**config.mk**
```make
export PLATFORM = sky130hd
export DESIGN_NAME = fpu_result_reader_flat
export DESIGN_NICKNAME = d
export VERILOG_FILES = /design/src/rtl/fpu_result_reader_if.sv /design/src/rtl/fpu_result_reader.sv /design/src/flat_wrapper.sv
export SDC_FILE = /design/constraint.sdc
export NUM_CORES = 1
export LEC_CHECK = 0
export CORE_UTILIZATION = 40
export CTS_CLUSTER_SIZE = 20
export DETAILED_ROUTE_END_ITERATION = 10
export PLACE_DENSITY_LB_ADDON = 0.25
export SLEW_MARGIN = 20
export SYNTH_ARGS = -nofsm -noshare
export SYNTH_HDL_FRONTEND = slang
export SYNTH_SLANG_ARGS = --single-unit
```
**constraint.sdc**
```tcl
create_clock -name clk -period 1.8 [get_ports clk]
set_input_delay 0.36 -clock clk [delete_from_list [all_inputs] [get_ports clk]]
set_output_delay 0.36 -clock clk [all_outputs]
set_load 0.005 [all_outputs]
```
**src/rtl/fpu_result_reader_if.sv**
```systemverilog
// Valid/ready stream carrying one FPU result (value plus IEEE exception flags).
// The master drives valid/data/flags and the slave drives ready.
interface fpu_result_reader_if #(
   parameter int unsigned SIZE  = 32,
   parameter int unsigned FLAGS = 5
);
   logic             valid;
   logic             ready;
   logic [SIZE-1:0]  data;
   logic [FLAGS-1:0] flags;

   modport master (
      output valid,
      output data,
      output flags,
      input  ready
   );

   modport slave (
      input  valid,
      input  data,
      input  flags,
      output ready
   );
endinterface

```
**src/rtl/fpu_result_reader.sv**
```systemverilog
// FPU result drain: a 2-entry skid buffer between the FPU core and its consumer,
// plus a sticky exception-flag register fed by every result the consumer takes.
module fpu_result_reader #(
   parameter int unsigned SIZE  = 32,
   parameter int unsigned FLAGS = 5
) (
   input  logic                clk,
   input  logic                rst_n,
   fpu_result_reader_if.slave  in_if,
   fpu_result_reader_if.master out_if,
   input  logic                flags_clr,
   output logic [FLAGS-1:0]    sticky_flags
);

   localparam int unsigned ENTRY_W = SIZE + FLAGS;

   logic [ENTRY_W-1:0] r_mem [2];
   logic               r_wr_ptr;
   logic               r_rd_ptr;
   logic [1:0]         r_count;
   logic [1:0]         w_count_nxt;
   logic [FLAGS-1:0]   r_sticky;
   logic [FLAGS-1:0]   w_sticky_nxt;
   logic [ENTRY_W-1:0] w_head;
   logic               w_in_ready;
   logic               w_out_valid;
   logic               w_push;
   logic               w_pop;

   // Status decodes come from the registered count only, so ready never sees out_ready.
   assign w_in_ready  = (r_count != 2'd2);
   assign w_out_valid = (r_count != 2'd0);
   assign w_push      = in_if.valid & w_in_ready;
   assign w_pop       = w_out_valid & out_if.ready;

   assign w_head       = r_mem[r_rd_ptr];
   assign in_if.ready  = w_in_ready;
   assign out_if.valid = w_out_valid;
   assign out_if.data  = w_head[ENTRY_W-1:FLAGS];
   assign out_if.flags = w_head[FLAGS-1:0];
   assign sticky_flags = r_sticky;

   always_comb begin
      w_count_nxt = r_count;
      case ({w_push, w_pop})
         2'b10:   w_count_nxt = r_count + 2'd1;
         2'b01:   w_count_nxt = r_count - 2'd1;
         default: w_count_nxt = r_count;
      endcase
   end

   // A clear and a pop in the same cycle keep the popped flags.
   always_comb begin
      w_sticky_nxt = flags_clr ? FLAGS'(0) : r_sticky;
      if (w_pop) begin
         w_sticky_nxt = w_sticky_nxt | w_head[FLAGS-1:0];
      end
   end

   always_ff @(posedge clk or negedge rst_n) begin
      if (!rst_n) begin
         r_wr_ptr <= 1'b0;
         r_rd_ptr <= 1'b0;
         r_count  <= 2'd0;
         r_sticky <= '0;
      end else begin
         if (w_push) r_wr_ptr <= ~r_wr_ptr;
         if (w_pop)  r_rd_ptr <= ~r_rd_ptr;
         r_count  <= w_count_nxt;
         r_sticky <= w_sticky_nxt;
      end
   end

   // Storage resets too so the head mux reads zero while empty.
   always_ff @(posedge clk or negedge rst_n) begin
      if (!rst_n) begin
         r_mem[0] <= '0;
         r_mem[1] <= '0;
      end else if (w_push) begin
         r_mem[r_wr_ptr] <= {in_if.data, in_if.flags};
      end
   end

endmodule

```
**src/flat_wrapper.sv**
```systemverilog
// flat-port wrapper written by rule: the top's interface ports become plain ports
module fpu_result_reader_flat 
#(
   parameter int unsigned SIZE  = 32,
   parameter int unsigned FLAGS = 5
)
  (clk, rst_n, flags_clr, sticky_flags, in_if_valid, in_if_data, in_if_flags, in_if_ready, out_if_valid, out_if_data, out_if_flags, out_if_ready);
  fpu_result_reader_if #(.SIZE(SIZE), .FLAGS(FLAGS)) in_if_i ();
  fpu_result_reader_if #(.SIZE(SIZE), .FLAGS(FLAGS)) out_if_i ();
  input  logic clk;
  input  logic rst_n;
  input  logic flags_clr;
  output logic [FLAGS-1:0] sticky_flags;
  input wire logic [$bits(in_if_i.valid)-1:0] in_if_valid;
  input wire logic [$bits(in_if_i.data)-1:0] in_if_data;
  input wire logic [$bits(in_if_i.flags)-1:0] in_if_flags;
  output wire logic [$bits(in_if_i.ready)-1:0] in_if_ready;
  output wire logic [$bits(out_if_i.valid)-1:0] out_if_valid;
  output wire logic [$bits(out_if_i.data)-1:0] out_if_data;
  output wire logic [$bits(out_if_i.flags)-1:0] out_if_flags;
  input wire logic [$bits(out_if_i.ready)-1:0] out_if_ready;
  assign in_if_i.valid = in_if_valid;
  assign in_if_i.data = in_if_data;
  assign in_if_i.flags = in_if_flags;
  assign in_if_ready = in_if_i.ready;
  assign out_if_valid = out_if_i.valid;
  assign out_if_data = out_if_i.data;
  assign out_if_flags = out_if_i.flags;
  assign out_if_i.ready = out_if_ready;
  fpu_result_reader #(.SIZE(SIZE), .FLAGS(FLAGS)) u_core (.clk(clk), .rst_n(rst_n), .in_if(in_if_i), .out_if(out_if_i), .flags_clr(flags_clr), .sticky_flags(sticky_flags));
endmodule
```
==> results of run 1 <==
==> through the flow <==
stage	total power [W]	hold slack [ns]	worst slack, ns	util [%]
after floorplan	0.00640	0.0644	0.338	-
after global placement	0.00836	0.304	0.0103	52.5
after detailed placement	0.00844	0.304	0.0118	52.5
after CTS	0.0105	0.481	-0.265	57.2
after global routing	0.0113	0.492	-0.280	57.9
final	0.0106	0.497	-0.233	57.9
==> final cells by class <==
class | count | area, sq um | area share [%]
clock buffers | 10 | 128 | 2.36
clock inverters | 6 | 114 | 2.11
inverters | 2 | 7.51 | 0.139
multi-input cells | 129 | 1690 | 31.2
flip-flops and latches | 83 | 2080 | 38.4
well taps | 129 | 161 | 2.99
repair buffers | 117 | 1230 | 22.8
==> worst min path at each step <==
stage / to / cells after the start / startpoint / slack (ns)
6_report: u_core.r_mem[1]$_DFFE_PN0P_ / 2 / rst_n / 0.50
2_1_floorplan: u_core.r_count[0]$_DFFE_PN0P_ / 0 / rst_n / 0.06
3_5_place_dp: u_core.r_mem[32]$_DFFE_PN0P_ / 1 / rst_n / 0.30
5_1_grt: u_core.r_mem[70]$_DFFE_PN0P_ / 2 / rst_n / 0.49
3_3_place_gp: u_core.r_mem[32]$_DFFE_PN0P_ / 1 / rst_n / 0.30
4_1_cts: u_core.r_mem[70]$_DFFE_PN0P_ / 2 / rst_n / 0.48
==> power by group through the flow <==
stage | sequential, W | clock [W] | combinational [W]
floorplan | 0.00321 | 0 | 0.00319
global placement | 0.00335 | 0 | 0.00501
detailed placement | 0.00338 | 0 | 0.00506
CTS | 0.00335 | 0.00165 | 0.00555
global route | 0.00349 | 0.00172 | 0.00608
finish | 0.00336 | 0.00159 | 0.00569
==> critical path: stages, from the launching register on <==
cell and delay (ns):
dfrtp_2 0.43, buf_12 0.14, buf_12 0.12, buf_8 0.12, buf_6 0.11, mux2_4 0.30
buf_6 0.12
==> what timing repair did <==
action	in CTS	in global routing
endpoints found under the hold margin	26	0
resized for setup	165	12
setup buffers	15	4
gates cloned	2	0
hold buffers	1	0
setup endpoints to repair	39	39
==> registers in the layout (all words and copies together) (netlist names) <==
| name | count |
|---|---|
| u_core.r_wr_ptr | 1 |
| u_core.r_count | 2 |
| u_core.r_rd_ptr | 1 |
| u_core.sticky_flags | 5 |
| u_core.r_mem | 74 |
==> metal layers <==
metal,vias up,track usage [%],part of all wire (%)
met2,55,24.7,44
li1,1032,-,-
met4,0,6.69,1.3
met5,-,0,0
met3,8,3.61,4.8
met1,1134,24.1,50
==> cell usage in the layout, fill, tap and decap left out, types with 3 or more instances in the layout <==
master / n
mux2_2: 36
a22o_1: 5
buf_2: 11
dlygate4sd2_1: 7
clkbuf_8: 9
xnor2_1: 4
buf_6: 22
bufinv_16: 3
buf_4: 16
mux2_4: 75
buf_12: 9
clkdlybuf4s50_1: 45
dfrtp_1: 82
==> cells by family after synthesis <==
logic type / count (synthesis) / synth area share [%]
flip-flops: 83 / 53.5
AO/OA/AOI/OAI: 6 / 1.26
multiplexers: 111 / 38.0
buffers and inverters: 14 / 4.61
adder cells (fa/ha/maj): 1 / 0.322
AND/OR/NAND/NOR: 6 / 1.22
XOR/XNOR: 5 / 1.13
==> impl_metrics.json, run 1 <==
{
  "dp_cells": 439,
  "final_cell_area_sq_mm": 0.00541,
  "setup_viol": 37,
  "path_max_fanout": 5,
  "clk_latency_ns": 0.35,
  "synthArstFlopShare_pct": 100,
  "yosysWarnings": 0,
  "worstMarginPinSlew_ns": 0.376,
  "area_growth_pct": 39.2,
  "end_kind": "output port",
  "cts-root-buf": "clkbuf_8",
  "grt_overflow_total": 0,
  "reg2reg_from": "u_core.r_count[1]$_DFFE_PN0P_",
  "fin_setup_tns_ns": -4.27,
  "start_kind": "flop",
  "p_int_w": 0.00769,
  "netlist_top_cells_area": "dfrtp_1, mux2_4, mux2_2, buf_12, a22o_1",
  "place_area_sq_mm": 0.00489,
  "initial_core_util_pct": 41.6,
  "crit_arrival_ns": 1.67,
  "p_leak_nw": 2.48,
  "ir_worst_vdd_mv": 0.884,
  "endpoint": "out_if_data[15]",
  "antenna_cells": 0,
  "vias_per_cell": 4.68,
  "crit_type": "flop to output port",
  "startpoint": "u_core.r_rd_ptr$_DFFE_PN0N_",
  "hp-class": "input port to async pin",
  "drt-total-wl_microns": 7800,
  "p_clk_share_pct": 15.0,
  "syn_inst": 226,
  "cts_tree": "done",
  "rsz0062_at_grt": "yes",
  "grt_pass1_wl_microns": 12800,
  "ant_nets": 0,
  "violations": "setup timing",
  "clockBufferDepth": 2,
  "dp_hpwl_microns": 4930,
  "fp.dieH_microns": 101,
  "synth-seq-area-share_pct": 53.5,
  "fill_cells": 747,
  "cts_buffers": 9,
  "routed-via-count": 2229,
  "layout.cells.non_filler": 476,
  "finalCritPeriodShare_pct": 113,
  "pwr-share-comb_pct": 53.4,
  "power_density_mw_per_mm2": 1970,
  "drive_gt1_share_pct": 55.9,
  "cap_violations": 0,
  "synth_nets": 269,
  "r2r_cells": 6,
  "row_count": 35,
  "drt_iter0_drc": 50,
  "p_seq_share_pct": 31.6,
  "io_pins": 86,
  "synth-edff-count": 0,
  "synth_seq_cells": 83,
  "nets": 385,
  "gp_congestion": 0.674,
  "synth.top_cell.area_share_pct": 53.5,
  "worst_ep_required_time_ns": 1.44,
  "status": "finished, violations left",
  "fmax_ghz": 0.492,
  "cts-htree-levels": 3,
  "numPortBuffers": 85,
  "r2r_slack_ns": 0.16,
  "fin_ws_ns": -0.233,
  "drc": 0,
  "coreArea_sq_mm": 0.00933,
  "synth_ff_type": "dfrtp_1",
  "yosysMostFrequentCell": "dfrtp_1",
  "swShare_pct": 27.7,
  "grt_pass1_vias": 2405,
  "clk_pin_slew_ns": 0.09,
  "die-area_sq_mm": 0.0101,
  "avgSynthCellArea_sq_um": 17.2,
  "reg2reg_to": "u_core.r_mem[25]$_DFFE_PN0P_",
  "cts.sinks": 83,
  "slew_headroom_pct": 74.9,
  "syn_area_sq_mm": 0.00388,
  "power_switching_w": 0.00295,
  "hold_viol": 0,
  "slew_violations": 0,
  "die_x_microns": 101,
  "track_usage_pct": 16.8,
  "finClkSkew_ns": 0.0120,
  "synth_area_leader_cell": "dfrtp_1",
  "synth.distinct_cells": 18,
  "wl_per_cell_microns": 16.4,
  "drtPass1Iterations": 4,
  "antenna_found_initial": 0,
  "post-route-min-period_ns": 2.03,
  "synth_common_cells": "dfrtp_1, mux2_4, mux2_2, buf_12, a22o_1",
  "grt_max_degree": 47
}
(Power assumes the default switching activity.)
==> run 2: changes to the inputs <==
--- a/config.mk
+++ b/config.mk
@@ -5,7 +5,7 @@
 export SDC_FILE = /design/constraint.sdc
 export NUM_CORES = 1
 export LEC_CHECK = 0
-export CORE_UTILIZATION = 40
+export CORE_UTILIZATION = 50
 export CTS_CLUSTER_SIZE = 20
 export DETAILED_ROUTE_END_ITERATION = 10
 export PLACE_DENSITY_LB_ADDON = 0.25
==> impl_metrics.json, run 2 (synthesis results as in run 1) <==
{
  "p_leak_nw": 2.41,
  "die_x_microns": 90.1,
  "drive_gt1_share_pct": 56.9,
  "start_kind": "flop",
  "grt_pass1_vias": 2471,
  "area_growth_pct": 34.2,
  "power_density_mw_per_mm2": 1940,
  "antenna_cells": 0,
  "fmax_ghz": 0.537,
  "place_area_sq_mm": 0.00491,
  "worst_ep_required_time_ns": 1.44,
  "post-route-min-period_ns": 1.86,
  "fp.dieH_microns": 90.1,
  "cts.sinks": 83,
  "finClkSkew_ns": 0.00759,
  "antenna_found_initial": 0,
  "status": "finished, violations left",
  "cts_tree": "done",
  "worstMarginPinSlew_ns": 0.502,
  "cts_buffers": 9,
  "drt-total-wl_microns": 7620,
  "holdCritStartpoint": "u_core.r_wr_ptr$_DFFE_PN0N_",
  "final_cell_area_sq_mm": 0.00521,
  "finalCritPeriodShare_pct": 103,
  "crit_type": "flop to output port",
  "vias_per_cell": 5.05,
  "nets": 380,
  "clockBufferDepth": 2,
  "cap_violations": 0,
  "layout.cells.non_filler": 440,
  "multi_input_area_sq_mm": 0.00168,
  "top_register": "u_core.r_mem",
  "dp_hpwl_microns": 5090,
  "io_pins": 86,
  "fin_setup_tns_ns": -0.510,
  "drtPass1Iterations": 4,
  "largest_reg_flops": 74,
  "clk_latency_ns": 0.34,
  "drc": 0,
  "routed-via-count": 2220,
  "finalPower_w": 0.0101,
  "clk_pin_slew_ns": 0.07,
  "track_usage_pct": 19.8,
  "cts-root-buf": "clkbuf_8",
  "hp-class": "flop to flop",
  "seqCellArea_sq_mm": 0.00208,
  "slew_headroom_pct": 66.5,
  "fin_ws_ns": -0.0615,
  "violations": "setup timing",
  "row_count": 31,
  "grt_overflow_total": 0,
  "end_kind": "output port",
  "die-area_sq_mm": 0.00812,
  "startpoint": "u_core.r_rd_ptr$_DFFE_PN0N_",
  "final_cell_mix": "dfrtp_1, mux2_4, clkdlybuf4s50_1, mux2_2, buf_6",
  "fill_cells": 495,
  "wl_per_cell_microns": 17.3,
  "grt_max_degree": 39,
  "dp_cells": 413,
  "crit_arrival_ns": 1.50,
  "path_max_fanout": 7,
  "grt_pass1_wl_microns": 12600,
  "ant_nets": 0,
  "dpl_worst_slack_ns": -0.0405,
  "rsz0062_at_grt": "yes",
  "coreArea_sq_mm": 0.00737,
  "drt_iter0_drc": 58,
  "setup_viol": 23,
  "hold_viol": 0,
  "slew_violations": 0,
  "ir_worst_vdd_mv": 1.01,
  "numPortBuffers": 85,
  "reg2reg_from": "u_core.r_count[1]$_DFFE_PN0P_",
  "final_common_cell": "dfrtp_1",
  "r2r_slack_ns": 0.13,
  "gp_congestion": 0.710,
  "cts-htree-levels": 3,
  "initial_core_util_pct": 52.7
}
run 2: cell types whose count changed in the layout (fill, tap and decap cells not counted), sizes merged:
cell | previous run | this run
clkbuf | 10 | 12
dlymetal6s2s | 0 | 1
bufinv | 3 | 1
clkdlybuf4s15 | 2 | 0
dlygate4sd2 | 7 | 1
clkinv | 1 | 2
run 2: critical path, stage by stage, from the launching register on:
cell	delay, ns
dfrtp_2	0.43
buf_12	0.15
buf_12	0.14
mux2_4	0.33
buf_6	0.12
run 2: cell type report:
cell class              count  share of cell area [%]
repair buffers            112                    21.8
inverters                   2                   0.144
clock inverters             5                    1.06
multi-input cells         129                    32.3
well taps                  99                    2.38
flip-flops and latches     83                    39.9
clock buffers              10                    2.45
run 2: final timing paths:
| check | endpoint | cells past startpoint |
|---|---|---|
| max reg2reg | u_core.r_count[1]$_DFFE_PN0P_ | 7 |
| min in group asynchronous | u_core.r_mem[1]$_DFFE_PN0P_ | 2 |
| max in group asynchronous | u_core.r_mem[47]$_DFFE_PN0P_ | 3 |
| min reg2reg | u_core.r_wr_ptr$_DFFE_PN0N_ | 1 |
| max | out_if_flags[2] | 4 |
| min | u_core.r_wr_ptr$_DFFE_PN0N_ | 1 |
run 2: what timing repair did:
item / in CTS / in global routing
setup buffers: 11 / 0
hold endpoints to repair: 18 / 0
gates cloned: 2 / 0
setup endpoints to repair: 39 / 39
gates resized for setup: 175 / 10
hold buffers: 1 / 0
pin swaps: 0 / 0
run 2: through the flow:
step / hold WS (ns) / utilization [%]
2_1_floorplan: 0.0644 / -
3_3_place_gp: 0.362 / 66.7
3_5_place_dp: 0.367 / 66.7
4_1_cts: 0.506 / 71.1
5_1_grt: 0.510 / 70.7
6_report: 0.500 / 70.7
run 2: per-layer routing:
| metal | GRT usage (%) | share of wire (%) |
|---|---|---|
| met3 | 3.72 | 4.1 |
| met4 | 6.85 | 1.2 |
| met5 | 0 | 0 |
| met2 | 32.4 | 51 |
| met1 | 26.5 | 44 |
run 2: power by group:
group          switching, W  internal (W)  total [W]
Sequential         0.000548       0.00283    0.00338
Combinational       0.00172       0.00374    0.00546
Clock              0.000621      0.000629    0.00125
Total               0.00289       0.00720     0.0101
